===== src/rtl/alu_arbiter.sv =====
// alu_arbiter: round-robin arbiter sharing one combinational ALU between two
// requesters. Each requester has a valid/ready request channel and a
// valid/ready response channel.
//
// Ports:
//   clk, rst             rising-edge clock, synchronous active-high reset
//   reqN_valid/ready     request handshake for requester N (N = 0, 1)
//   reqN_fs/a/b          function select and operands for requester N
//   respN_valid/ready    response handshake for requester N
//   respN_f/status/err   captured result, status and illegal-fs flag
//   alu_fs/a/b           registered operands driven to the shared ALU
//   alu_f/status         combinational result returned by the ALU
//   busy                 high whenever the arbiter is not idle
module alu_arbiter #(
    parameter int WIDTH       = 64,
    parameter int EXEC_CYCLES = 1
) (
    input  logic             clk,
    input  logic             rst,
    input  logic             req0_valid,
    output logic             req0_ready,
    input  logic [3:0]       req0_fs,
    input  logic [WIDTH-1:0] req0_a,
    input  logic [WIDTH-1:0] req0_b,
    output logic             resp0_valid,
    input  logic             resp0_ready,
    output logic [WIDTH-1:0] resp0_f,
    output logic [3:0]       resp0_status,
    output logic             resp0_err,
    input  logic             req1_valid,
    output logic             req1_ready,
    input  logic [3:0]       req1_fs,
    input  logic [WIDTH-1:0] req1_a,
    input  logic [WIDTH-1:0] req1_b,
    output logic             resp1_valid,
    input  logic             resp1_ready,
    output logic [WIDTH-1:0] resp1_f,
    output logic [3:0]       resp1_status,
    output logic             resp1_err,
    output logic [3:0]       alu_fs,
    output logic [WIDTH-1:0] alu_a,
    output logic [WIDTH-1:0] alu_b,
    input  logic [WIDTH-1:0] alu_f,
    input  logic [3:0]       alu_status,
    output logic             busy
);

    typedef enum logic [1:0] {
        IDLE = 2'd0,
        EXEC = 2'd1,
        RESP = 2'd2
    } state_e;

    localparam logic [3:0] CNT_INIT = 4'(EXEC_CYCLES - 1);

    state_e           state_q, state_d;
    logic             last_grant_q, last_grant_d;
    logic             owner_q, owner_d;
    logic [3:0]       cnt_q, cnt_d;
    logic [3:0]       alu_fs_q, alu_fs_d;
    logic [WIDTH-1:0] alu_a_q, alu_a_d;
    logic [WIDTH-1:0] alu_b_q, alu_b_d;
    logic [1:0]       resp_valid_q, resp_valid_d;
    logic [WIDTH-1:0] resp_f_q [2];
    logic [WIDTH-1:0] resp_f_d [2];
    logic [3:0]       resp_status_q [2];
    logic [3:0]       resp_status_d [2];
    logic [1:0]       resp_err_q, resp_err_d;

    logic             grant;
    logic             req_any;
    logic [3:0]       sel_fs;
    logic [WIDTH-1:0] sel_a;
    logic [WIDTH-1:0] sel_b;
    logic             fs_legal;
    logic [1:0]       resp_ready;

    // Under contention the requester that did not win last time is chosen.
    always_comb begin
        grant = 1'b0;
        if (req0_valid && req1_valid) begin
            grant = ~last_grant_q;
        end else if (req1_valid) begin
            grant = 1'b1;
        end
    end

    assign req_any    = req0_valid | req1_valid;
    assign sel_fs     = grant ? req1_fs : req0_fs;
    assign sel_a      = grant ? req1_a : req0_a;
    assign sel_b      = grant ? req1_b : req0_b;
    assign resp_ready = {resp1_ready, resp0_ready};

    assign req0_ready = (state_q == IDLE) && !grant && req0_valid;
    assign req1_ready = (state_q == IDLE) && grant && req1_valid;

    always_comb begin
        fs_legal = 1'b0;
        case (sel_fs)
            4'b0000, 4'b0001, 4'b0010,
            4'b0110, 4'b0111, 4'b1100: fs_legal = 1'b1;
            default:                   fs_legal = 1'b0;
        endcase
    end

    always_comb begin
        state_d       = state_q;
        last_grant_d  = last_grant_q;
        owner_d       = owner_q;
        cnt_d         = cnt_q;
        alu_fs_d      = alu_fs_q;
        alu_a_d       = alu_a_q;
        alu_b_d       = alu_b_q;
        resp_valid_d  = resp_valid_q;
        resp_f_d      = resp_f_q;
        resp_status_d = resp_status_q;
        resp_err_d    = resp_err_q;

        unique case (state_q)
            IDLE: begin
                if (req_any) begin
                    owner_d      = grant;
                    last_grant_d = grant;
                    if (fs_legal) begin
                        alu_fs_d = sel_fs;
                        alu_a_d  = sel_a;
                        alu_b_d  = sel_b;
                        cnt_d    = CNT_INIT;
                        state_d  = EXEC;
                    end else begin
                        // Illegal op: leave the ALU alone, answer at once.
                        resp_f_d[grant]      = '0;
                        resp_status_d[grant] = '0;
                        resp_err_d[grant]    = 1'b1;
                        resp_valid_d[grant]  = 1'b1;
                        state_d              = RESP;
                    end
                end
            end
            EXEC: begin
                if (cnt_q != 4'd0) begin
                    cnt_d = cnt_q - 4'd1;
                end else begin
                    resp_f_d[owner_q]      = alu_f;
                    resp_status_d[owner_q] = alu_status;
                    resp_err_d[owner_q]    = 1'b0;
                    resp_valid_d[owner_q]  = 1'b1;
                    state_d                = RESP;
                end
            end
            RESP: begin
                if (resp_ready[owner_q]) begin
                    resp_valid_d[owner_q] = 1'b0;
                    state_d               = IDLE;
                end
            end
            default: state_d = IDLE;
        endcase
    end

    always_ff @(posedge clk) begin
        if (rst) begin
            state_q          <= IDLE;
            last_grant_q     <= 1'b1;
            owner_q          <= 1'b0;
            cnt_q            <= 4'd0;
            alu_fs_q         <= 4'd0;
            alu_a_q          <= '0;
            alu_b_q          <= '0;
            resp_valid_q     <= 2'b00;
            resp_f_q[0]      <= '0;
            resp_f_q[1]      <= '0;
            resp_status_q[0] <= 4'd0;
            resp_status_q[1] <= 4'd0;
            resp_err_q       <= 2'b00;
        end else begin
            state_q       <= state_d;
            last_grant_q  <= last_grant_d;
            owner_q       <= owner_d;
            cnt_q         <= cnt_d;
            alu_fs_q      <= alu_fs_d;
            alu_a_q       <= alu_a_d;
            alu_b_q       <= alu_b_d;
            resp_valid_q  <= resp_valid_d;
            resp_f_q      <= resp_f_d;
            resp_status_q <= resp_status_d;
            resp_err_q    <= resp_err_d;
        end
    end

    assign alu_fs       = alu_fs_q;
    assign alu_a        = alu_a_q;
    assign alu_b        = alu_b_q;
    assign resp0_valid  = resp_valid_q[0];
    assign resp1_valid  = resp_valid_q[1];
    assign resp0_f      = resp_f_q[0];
    assign resp1_f      = resp_f_q[1];
    assign resp0_status = resp_status_q[0];
    assign resp1_status = resp_status_q[1];
    assign resp0_err    = resp_err_q[0];
    assign resp1_err    = resp_err_q[1];
    assign busy         = (state_q != IDLE);

endmodule


===== config.mk =====
export PLATFORM = sky130hd
export DESIGN_NAME = alu_arbiter
export DESIGN_NICKNAME = d
export VERILOG_FILES = /design/src/rtl/alu_arbiter.sv
export SDC_FILE = /design/constraint.sdc
export NUM_CORES = 1
export LEC_CHECK = 0
export ABC_CLOCK_PERIOD_IN_PS = 2500
export BUFFER_PORTS_ARGS = -buffer_cell sky130_fd_sc_hd__buf_2
export CAP_MARGIN = 10
export CELL_PAD_IN_SITES_DETAIL_PLACEMENT = 1
export CELL_PAD_IN_SITES_GLOBAL_PLACEMENT = 1
export CORE_AREA = 2 2 238 240
export DETAILED_ROUTE_END_ITERATION = 12
export DIE_AREA = 0 0 240 242
export PLACE_DENSITY = 0.62
export RECOVER_POWER = 100
export SLEW_MARGIN = 20
export SYNTH_ARGS = -nofsm -noshare
export SYNTH_HDL_FRONTEND = slang
export SYNTH_SLANG_ARGS = --single-unit

===== constraint.sdc =====
create_clock -name clk -period 2.5 [get_ports clk]
set_clock_uncertainty 0.15 [all_clocks]
set_input_delay 0.25 -clock clk [delete_from_list [all_inputs] [get_ports clk]]
set_output_delay 0.25 -clock clk [all_outputs]
set_load 0.03 [all_outputs]

==> summary.md, run 1 <==
| Metric | Value |
|---|---|
| CP required | `2.77 ns` |
| Leakage | `7.68 nW` |
| Largest net degree at the start of global routing | `108` |
| Cell variety after synth | `36` |
| Global-route usage over all layers | `17.7%` |
| Chip height | `242 um` |
| Register-to-register setup slack | `0.13 ns` |
| Layout cells sized above 1 | `20.8%` |
| Synth Cell Area | `0.0106 mm^2` |
| Port bufs | `612` |
| Gpl congestion | `0.816` |
| Reg-to-reg critical path startpoint | `last_grant_q$_SDFFE_PP1P_` |
| Placed Instances | `2,494` |
| Vias | `13,100` |
| Dpl cell area | `0.0146 mm^2` |
| Pins Over Slew Limit | `0` |
| Max Fanout on Critical Path | `10` |
| CTS clock-pin slew for the worst setup and hold paths | `0.05 ns` |
| Cell count after synthesis | `1,210` |
| Minimum clock period | `2.37 ns` |
| CTS tree | `yes` |
| Actual slew at the worst max-slew pin | `0.646 ns` |
| CP Capture Type | `flop` |
| Number of max-cap violations | `0` |
| Row count | `87` |
| Final WS setup | `0.134 ns` |
| Post-synthesis sequential area ratio | `52.8%` |
| Grt ovf | `0` |
| Core area | `0.0557 mm^2` |
| Most common cell after layout, fill and taps aside | `buf_2` |
| Initial antenna violation count | `14` |
| Final instance area | `0.0190 mm^2` |
| DRT iter0 DRCs | `453` |
| R2R cell count | `8` |
| Worst slew margin | `56.9%` |
| Crit path kind | `flop to flop` |
| DR WL/cell | `18.7 um` |
| Final period util | `94.6%` |
| Crit-path cells | `nand2_1, and2_4, nand3_2, a21oi_4, buf_4, clkbuf_16, a311oi_1, dlygate4sd3_1` |
| Hold Fails Final Rpt | `0` |
| Cell Pwr Density | `753 mW/mm^2` |
| Vias in the first global route | `14,300` |
| Die width | `240 um` |
| Fillers | `6,752` |
| # DRC | `0` |
| I/O pins | `613` |
| First-pass GRT wire length | `81,200 um` |
| Starting density of the core | `19.1%` |
| DRT Wirelength | `54,500 um` |
| Final HPWL DP | `33,700 um` |
| YS warnings | `0` |
| Final net count | `2,458` |
| Peak VDD IR | `352 uV` |
| CP max-delay cell | `dlygate4sd3_1` |
| Crit start category | `flop` |
| Fin cells | `2,911` |
| CP Data Arrival Time | `2.64 ns` |
| H-tree levels | `2` |
| Fmax | `423 MHz` |
| Post-synth net total | `1,550` |
| Status | `finished clean` |
| Synth-to-Final Area Change | `78.8%` |
| Drt pass-1 iters | `4` |
| Clk_lat worst skew | `0.55 ns` |
| CP max stage delay | `0.58 ns` |
| Post-synth top area share | `52.8%` |
| Hold Path Origin | `req1_fs[1]` |
| Hold crit path type | `input port to flop` |
| Vias per cell | `4.50` |
| Min-Delay Path Depth | `4` |
| WHS Endpoint | `alu_fs[1]$_SDFFE_PP0P_` |
| Routed Antenna Nets | `0` |
| Leading area contributor after synthesis | `dfxtp_1` |
| Maximum root-to-sink buffer count | `3` |
| Worst r2r dst | `alu_a[49]$_SDFFE_PP0P_` |
| Setup TNS | `0 ns` |
| Syn_area_per_cell | `8.78 um^2` |
| Root Buffer | `clkbuf_16` |
| CTS sink count | `280` |
| CTS Buf Count | `37` |
| Setup violations, final | `0` |
| RSZ-0062 raised after global routing | `no` |
| Die area | `0.0581 mm^2` |
| #FFs+latches synth | `280` |
| Most frequent cells in the layout | `buf_2, dlygate4sd3_1, dfxtp_1` |
| Dpl ws | `0.166 ns` |
| Area contributors post-synth | `dfxtp_1, a311oi_1, nand2_1` |
[worst max-delay path: cells and delay by family (launching register included)]
family | cells | cell delay [ns]
buf+inv | 3 | 0.95
compound gates | 2 | 0.37
flops | 1 | 0.32
simple gates | 3 | 0.46
[flip-flops by register name, indices dropped and copies added (netlist names)]
| register | count |
|---|---|
| cnt_q | 4 |
| resp1_status | 4 |
| alu_a | 64 |
| alu_fs | 4 |
| resp_valid_q | 2 |
| resp0_f | 64 |
| resp1_f | 64 |
| owner_q | 1 |
| state_q | 2 |
| resp0_status | 4 |
| resp_err_q | 2 |
| alu_b | 64 |
| last_grant_q | 1 |
[through the flow]
| stage | hold slack [ns] | total power, W | utilization [%] |
|---|---|---|---|
| after floorplan | 0.225 | 0.00712 | - |
| after global placement | 0.304 | 0.00829 | 26.1 |
| after detailed placement | 0.302 | 0.00837 | 26.1 |
| after CTS | 0.0516 | 0.0145 | 34.4 |
| after global routing | 0.142 | 0.0150 | 34.1 |
| final | 0.0952 | 0.0143 | 34.1 |
[logic make-up (layout without fill, tap and decap cells)]
| family | Yosys count | count (layout) | synth area share (%) |
|---|---|---|---|
| DFF | 280 | 280 | 52.8 |
| adders and majority gates | 2 | 2 | 0.236 |
| other | 0 | 11 | 0 |
| AOI/OAI and AO/OA | 303 | 303 | 23.3 |
| xor gates and xnor gates | 1 | 1 | 0.0825 |
| and+or+nand+nor | 505 | 505 | 18.5 |
| buffers and inverters | 119 | 1053 | 5.17 |
[cells in the mapped netlist, drive strengths merged]
cell / instances
a22oi: 68
a2bb2oi: 1
dfxtp: 280
nor4b: 1
a211o: 1
nand3: 2
nor3b: 1
and2: 3
nand2b: 3
nand3b: 1
a31oi: 1
a22o: 68
ha: 2
o311ai: 1
buf: 40
xor2: 1
or2: 1
nor4: 2
a31o: 1
nor3: 2
nor2: 212
or3: 3
o21ai: 11
inv: 7
nor2b: 3
o21ba: 1
nand2: 271
a21o: 2
a311oi: 131
a21oi: 13
clkbuf: 72
a211oi: 4
[area by class of cell]
class                      count  area (um^2)  share of cell area (%)
timing repair buffer         981         6580                    34.6
sequential                   280         5610                    29.5
multi-input combinational    811         4530                    23.9
clock buffer                  52         1070                    5.65
tap                          756          946                    4.98
clock inverter                13          199                    1.05
antenna                       11         27.5                   0.145
inverter                       7         26.3                   0.138
[where the power goes]
group / switching [W] / total (W) / internal [W]
registers: 0.000259 / 0.00514 / 0.00488
logic: 0.00230 / 0.00362 / 0.00132
clock network: 0.00212 / 0.00554 / 0.00342
total: 0.00468 / 0.0143 / 0.00962
[what timing repair did]
action | CTS | global route
hold endpoints to repair | 276 | 0
buffers inserted | 0 | 3
setup endpoints to repair | 0 | 8
resized for setup | 0 | 4
hold buffers | 335 | 0
[routing by layer]
| metal | part of all wire, % | GRT usage, % | wire [um] |
|---|---|---|---|
| met1 | 38 | 18.7 | 20500 |
| met4 | 4.5 | 8.33 | 2480 |
| met2 | 50 | 31.5 | 27300 |
| met3 | 7.7 | 5.87 | 4180 |
| met5 | 0.053 | 0 | 29 |
[worst max path at each step]
stage | startpoint | end | slack, ns | depth (start not counted)
2_1_floorplan | last_grant_q$_SDFFE_PP1P_ | resp0_f[43]$_SDFFE_PP0P_ | 0.53 | 10
3_3_place_gp | req0_fs[1] | resp0_f[23]$_SDFFE_PP0P_ | 0.18 | 8
3_5_place_dp | req0_fs[1] | resp0_f[4]$_SDFFE_PP0P_ | 0.17 | 8
4_1_cts | state_q[0]$_SDFFE_PP0P_ | alu_a[13]$_SDFFE_PP0P_ | 0.02 | 7
5_1_grt | last_grant_q$_SDFFE_PP1P_ | alu_a[11]$_SDFFE_PP0P_ | 0.003 | 8
6_report | last_grant_q$_SDFFE_PP1P_ | alu_a[49]$_SDFFE_PP0P_ | 0.13 | 8
(Power assumes the default switching activity.)
==> inputs of run 2 (changes only) <==
- CORE_AREA: 2 2 238 240 -> 8 8 231 233
- DIE_AREA: 0 0 240 242 -> 0 0 239 241
- PLACE_DENSITY: 0.62 -> 0.67
==> run 2 against run 1 <==
  * Sequential power hardly changed
  * Non-clock buffer count fell by 12
  * Clock power decreased by 6.5%
  * Wire length rose by 6.4%
==> summary.md, run 2 (same netlist as run 1, synthesis figures left out) <==
| Metric | Value |
|---|---|
| Status | `finished clean (unchanged)` |
| Final instance area | `0.0186 mm^2 (was 0.0190 mm^2)` |
| CTS Buf Count | `35 (was 37)` |
| Hold crit path type | `input port to flop (unchanged)` |
| Setup violations, final | `0 (unchanged)` |
| CP Data Arrival Time | `2.69 ns (was 2.64 ns)` |
| Port bufs | `612 (unchanged)` |
| RSZ-0062 raised after global routing | `no (unchanged)` |
| Hold slack | `0.0836 ns (was 0.0952 ns)` |
| Pins Over Slew Limit | `0 (unchanged)` |
| Final HPWL DP | `36,500 um (was 33,700 um)` |
| Number of max-cap violations | `0 (unchanged)` |
| Largest net degree at the start of global routing | `93 (was 108)` |
| Crit start category | `input port (was flop)` |
| Maximum root-to-sink buffer count | `3 (unchanged)` |
| CTS tree | `yes (unchanged)` |
| Vias per cell | `4.75 (was 4.50)` |
| Minimum clock period | `2.42 ns (was 2.37 ns)` |
| # DRC | `0 (unchanged)` |
| Chip height | `241 um (was 242 um)` |
| Core area | `0.0497 mm^2 (was 0.0557 mm^2)` |
| Dpl cell area | `0.0144 mm^2 (was 0.0146 mm^2)` |
| Routed Antenna Nets | `0 (unchanged)` |
| Initial antenna violation count | `14 (unchanged)` |
| Clk_lat worst skew | `0.53 ns (was 0.55 ns)` |
| DRT iter0 DRCs | `579 (was 453)` |
| R2R cell count | `8 (unchanged)` |
| CP Capture Type | `flop (unchanged)` |
| Vias in the first global route | `14,700 (was 14,300)` |
| CTS sink count | `280 (unchanged)` |
| Most common cell after layout, fill and taps aside | `buf_2 (unchanged)` |
| CP required | `2.76 ns (was 2.77 ns)` |
| Register area | `0.00561 mm^2 (unchanged)` |
| Starting density of the core | `21.4% (was 19.1%)` |
| First-pass GRT wire length | `86,400 um (was 81,200 um)` |
| Final net count | `2,444 (was 2,458)` |
| Synth-to-Final Area Change | `75.2% (was 78.8%)` |
| Vias | `13,400 (was 13,100)` |
| Die width | `239 um (was 240 um)` |
| DR WL/cell | `20.6 um (was 18.7 um)` |
| Power Total | `0.0139 W (was 0.0143 W)` |
| DRT Wirelength | `58,000 um (was 54,500 um)` |
| Gpl congestion | `0.815 (was 0.816)` |
| Final period util | `96.9% (was 94.6%)` |
| Crit path kind | `input port to flop (was flop to flop)` |
| Global-route usage over all layers | `18.9% (was 17.7%)` |
| H-tree levels | `2 (unchanged)` |
| Max Fanout on Critical Path | `17 (was 10)` |
| Peak VDD IR | `318 uV (was 352 uV)` |
| Min-Delay Path Depth | `4 (unchanged)` |
| Grt ovf | `0 (unchanged)` |
| I/O pins | `613 (unchanged)` |
| Worst slew margin | `45.9% (was 56.9%)` |
| Die area | `0.0576 mm^2 (was 0.0581 mm^2)` |
| Row count | `82 (was 87)` |
| Layout cells sized above 1 | `20.2% (was 20.8%)` |
| Fillers | `6,100 (was 6,752)` |
| Hold Fails Final Rpt | `0 (unchanged)` |
| Most frequent cells in the layout | `buf_2, dlygate4sd3_1, dfxtp_1, clkbuf_1, nand2_1 (was buf_2, dlygate4sd3_1, dfxtp_1)` |
| Drt pass-1 iters | `4 (unchanged)` |
| CTS clock-pin slew for the worst setup and hold paths | `0.06 ns (was 0.05 ns)` |
| Area of the multi-input gates | `0.00452 mm^2 (was 0.00453 mm^2)` |
| Leakage | `7.53 nW (was 7.68 nW)` |
| Actual slew at the worst max-slew pin | `0.816 ns (was 0.646 ns)` |
| Dpl ws | `0.138 ns (was 0.166 ns)` |
| Fmax | `413 MHz (was 423 MHz)` |
| Cell Pwr Density | `746 mW/mm^2 (was 753 mW/mm^2)` |
| Root Buffer | `clkbuf_16 (unchanged)` |
| Final WS setup | `0.0779 ns (was 0.134 ns)` |
| Setup TNS | `0 ns (unchanged)` |
run 2: changes by cell type in the layout (fill, tap and decap cells not counted), moves of 3 or more:
| cell | change |
|---|---|
| buf_2 | -3 |
| clkbuf_16 | -4 |
| clkbuf_2 | +4 |
| buf_4 | -12 |
| buf_6 | +4 |
| buf_12 | -4 |
| diode_2 | +4 |
run 2: power by group:
group / internal (W) / total, W / leakage, nW / switching, W
clock network: 0.00316 / 0.00518 / 0.590 / 0.00202
registers: 0.00488 / 0.00515 / 2.28 / 0.000269
logic: 0.00124 / 0.00355 / 4.66 / 0.00231
run 2: worst max-delay path, stage by stage:
cell and delay, ns:
dlygate4sd3_1 0.56, buf_2 0.17, a21oi_2 0.18, o21ai_1 0.19
a21oi_4 0.23, buf_12 0.19, buf_4 0.20, a311oi_1 0.09
dlygate4sd3_1 0.59
run 2: routing by layer:
| layer | wire length [um] | up-vias | global-route usage [%] |
|---|---|---|---|
| met5 | 0 | - | 0 |
| met4 | 3020 | 0 | 10.6 |
| met1 | 21300 | 6467 | 20.0 |
| met2 | 28900 | 612 | 33.0 |
| li1 | - | 6108 | - |
| met3 | 4770 | 186 | 6.21 |
run 2: what timing repair did:
action | CTS | global route
pin swaps | 0 | 1
hold buffers | 335 | 0
resized for setup | 1 | 5
endpoints found under the setup margin | 1 | 8
endpoints found under the hold margin | 271 | 0
buffers inserted | 0 | 1
run 2: final cells by class:
class,instances,area share [%]
diodes,15,0.202
clock buffers,52,5.70
clock inverters,11,0.686
inverters,7,0.141
multi-input cells,811,24.3
flip-flops and latches,280,30.1
well taps,672,4.52
repair buffers,969,34.3
run 2: worst paths after layout:
path	endpoint	slack, ns	from
worst min-delay path	alu_fs[1]$_SDFFE_PP0P_	0.08	req1_fs[3]
worst max register to register	alu_a[49]$_SDFFE_PP0P_	0.13	last_grant_q$_SDFFE_PP1P_
worst min register to register	resp_valid_q[1]$_SDFFE_PP0P_	0.32	resp_valid_q[1]$_SDFFE_PP0P_
worst max-delay path	alu_a[49]$_SDFFE_PP0P_	0.08	req0_fs[0]
run 2: metrics by stage:
step | util, % | std cells
after floorplan | - | 1210
after global placement | 29.0 | 2403
after detailed placement | 29.0 | 2403
after CTS | 38.1 | 2801
after global routing | 37.5 | 2815
final | 37.5 | 2817
==> inputs of run 3 (changes only) <==
--- a/config.mk
+++ b/config.mk
@@ -11,10 +11,10 @@
 export CELL_PAD_IN_SITES_DETAIL_PLACEMENT = 1
 export CELL_PAD_IN_SITES_GLOBAL_PLACEMENT = 1
-export CORE_AREA = 8 8 231 233
+export CORE_AREA = 10 10 233 235
 export DETAILED_ROUTE_END_ITERATION = 12
-export DIE_AREA = 0 0 239 241
+export DIE_AREA = 0 0 243 245
 export PLACE_DENSITY = 0.67
 export RECOVER_POWER = 100
-export SLEW_MARGIN = 20
+export SLEW_MARGIN = 10
 export SYNTH_ARGS = -nofsm -noshare
 export SYNTH_HDL_FRONTEND = slang
--- a/constraint.sdc
+++ b/constraint.sdc
@@ -3,3 +3,3 @@
 set_input_delay 0.25 -clock clk [delete_from_list [all_inputs] [get_ports clk]]
 set_output_delay 0.25 -clock clk [all_outputs]
-set_load 0.03 [all_outputs]
+set_load 0.05 [all_outputs]
==> run 3 against run 2 <==
  * First-iteration DRC count shrank 12%
  * Core utilization increased by 0.22 points
  * Highest routed layer is now met5
  * Critical path type unchanged
  * Register-to-register slack worse by 0.02 ns
  * Clock power decreased by 5.0%
  * Critical path depth did not move
  * Critical endpoint is now alu_a[47]$_SDFFE_PP0P_
  * Sequential share of layout area shrank 0.17 points
==> summary.md, run 3 (same netlist as run 1, synthesis figures left out) <==
| Metric | Value |
|---|---|
| Starting density of the core | `21.4% (unchanged)` |
| Peak VDD IR | `362 uV (was 318 uV)` |
| DRT Wirelength | `61,800 um (was 58,000 um)` |
| Drt pass-1 iters | `5 (was 4)` |
| Hold Path Origin | `req0_valid (was req1_fs[3])` |
| Most used routing layer | `met2 (unchanged)` |
| Pins Over Slew Limit | `0 (unchanged)` |
| Die width | `243 um (was 239 um)` |
| Chip height | `245 um (was 241 um)` |
| First-pass GRT wire length | `91,400 um (was 86,400 um)` |
| Port bufs | `612 (unchanged)` |
| H-tree levels | `2 (unchanged)` |
| Global-route usage over all layers | `19.3% (was 18.9%)` |
| Worst setup path start | `req0_fs[0] (unchanged)` |
| Cell Pwr Density | `768 mW/mm^2 (was 746 mW/mm^2)` |
| Final period util | `97.0% (was 96.9%)` |
| Vias | `13,500 (was 13,400)` |
| Number of max-cap violations | `0 (unchanged)` |
| Synth-to-Final Area Change | `76.2% (was 75.2%)` |
| Dpl cell area | `0.0144 mm^2 (about the same)` |
| Largest net degree at the start of global routing | `129 (was 93)` |
| Core area | `0.0497 mm^2 (unchanged)` |
| Root Buffer | `clkbuf_16 (unchanged)` |
| Fmax | `412 MHz (was 413 MHz)` |
| Global-route met3 utilization | `6.56% (was 6.21%)` |
| CTS Buf Count | `34 (was 35)` |
| Die area | `0.0595 mm^2 (was 0.0576 mm^2)` |
| Minimum clock period | `2.43 ns (was 2.42 ns)` |
| Hold Fails Final Rpt | `0 (unchanged)` |
| DR WL/cell | `21.8 um (was 20.6 um)` |
| Hold slack | `0.0645 ns (was 0.0836 ns)` |
| Grt ovf | `0 (unchanged)` |
| CTS clock-pin slew for the worst setup and hold paths | `0.06 ns (about the same)` |
| Status | `finished clean (unchanged)` |
| Final HPWL DP | `38,200 um (was 36,500 um)` |
| Most frequent cells in the layout | `buf_2, dlygate4sd3_1, dfxtp_1 (was buf_2, dlygate4sd3_1, dfxtp_1, clkbuf_1, nand2_1)` |
| Actual slew at the worst max-slew pin | `0.995 ns (was 0.816 ns)` |
| Leakage | `7.59 nW (was 7.53 nW)` |
| Final instance area | `0.0187 mm^2 (was 0.0186 mm^2)` |
| Vias in the first global route | `15,000 (was 14,700)` |
| Row count | `82 (unchanged)` |
| CTS tree | `yes (unchanged)` |
| CTS sink count | `280 (unchanged)` |
| GR Layer Usage met2 | `34.4% (was 33.0%)` |
| Reg-to-reg critical path startpoint | `last_grant_q$_SDFFE_PP1P_ (unchanged)` |
| Routed Antenna Nets | `0 (unchanged)` |
| Final net count | `2,455 (was 2,444)` |
| Final WS setup | `0.0748 ns (was 0.0779 ns)` |
| Power Total | `0.0144 W (was 0.0139 W)` |
| M1 GR Usage | `19.7% (was 20.0%)` |
| Most common cell after layout, fill and taps aside | `buf_2 (unchanged)` |
| CP Data Arrival Time | `2.75 ns (was 2.69 ns)` |
| Area of the multi-input gates | `0.00455 mm^2 (was 0.00452 mm^2)` |
| Dpl ws | `0.0644 ns (was 0.138 ns)` |
| Max Fanout on Critical Path | `10 (was 17)` |
| CP required | `2.82 ns (was 2.76 ns)` |
| Hold crit path type | `input port to flop (unchanged)` |
| DRT iter0 DRCs | `508 (was 579)` |
| I/O pins | `613 (unchanged)` |
| # DRC | `0 (unchanged)` |
| Worst slew margin | `33.9% (was 45.9%)` |
| Layout cells sized above 1 | `20.6% (was 20.2%)` |
| Register area | `0.00561 mm^2 (unchanged)` |
| Vias per cell | `4.76 (was 4.75)` |
| Setup violations, final | `0 (unchanged)` |
| CP Capture Type | `flop (unchanged)` |
| Clk_lat worst skew | `0.54 ns (was 0.53 ns)` |
| Gpl congestion | `0.852 (was 0.815)` |
| Crit start category | `input port (unchanged)` |
| Fillers | `6,099 (was 6,100)` |
| Maximum root-to-sink buffer count | `3 (unchanged)` |
| Crit path kind | `input port to flop (unchanged)` |
| RSZ-0062 raised after global routing | `yes (was no)` |
| Initial antenna violation count | `22 (was 14)` |
[run 3: cell count changes in the layout (fill, tap and decap cells not counted), sizes merged]
cell | before | now
buf | 356 | 371
bufinv | 2 | 1
clkbuf | 330 | 326
clkinv | 8 | 4
diode | 15 | 20
inv | 8 | 9
nor2b | 3 | 4
[run 3: per-layer routing]
| layer | share of wire, % | up-vias |
|---|---|---|
| li1 | - | 6124 |
| met5 | 0.044 | - |
| met2 | 51 | 598 |
| met1 | 36 | 6572 |
| met4 | 4.7 | 4 |
| met3 | 7.5 | 176 |
[run 3: report_power, final]
group | internal, W | leakage [nW] | total (W) | switching (W)
Clock | 0.00294 | 0.548 | 0.00492 | 0.00198
Combinational | 0.00131 | 4.76 | 0.00430 | 0.00299
Sequential | 0.00488 | 2.28 | 0.00515 | 0.000270
[run 3: layout make-up]
cell class,instances,share of cell area (%)
antenna,20,0.267
clock buffer,52,5.49
clock inverter,7,0.421
inverter,7,0.140
multi-input combinational,812,24.3
sequential,280,29.9
tap,672,4.49
timing repair buffer,980,34.9
[run 3: timing repair]
item / 4_1_cts / 5_1_grt
setup endpoints to repair: 1 / 8
gates cloned: 0 / 3
gates resized for setup: 1 / 10
buffers inserted: 0 / 2
pin swaps: 0 / 2
hold endpoints to repair: 273 / 0
hold buffers: 335 / 0
[run 3: final timing paths]
check	end	slack, ns	cells after the start
setup / recovery	alu_a[47]$_SDFFE_PP0P_	0.07	9
hold reg to reg	resp_valid_q[1]$_SDFFE_PP0P_	0.32	2
setup reg to reg	alu_a[47]$_SDFFE_PP0P_	0.11	8
hold / removal	owner_q$_SDFFE_PP0P_	0.06	4
[run 3: critical path, cell delays in order]
cell and delay [ns]:
dlygate4sd3_1 0.54, buf_2 0.16, a21oi_2 0.21, o21ai_1 0.19
a21oi_4 0.29, buf_12 0.18, nor2_1 0.05, a311oi_1 0.27
dlygate4sd3_1 0.60
[run 3: per-stage QoR]
step / instances / setup TNS, ns / util [%]
2_1_floorplan: 1210 / 0 / -
3_3_place_gp: 2411 / 0 / 29.1
3_5_place_dp: 2411 / 0 / 29.1
4_1_cts: 2805 / 0 / 38.0
5_1_grt: 2829 / -0.0146 / 37.7
6_report: 2830 / 0 / 37.7
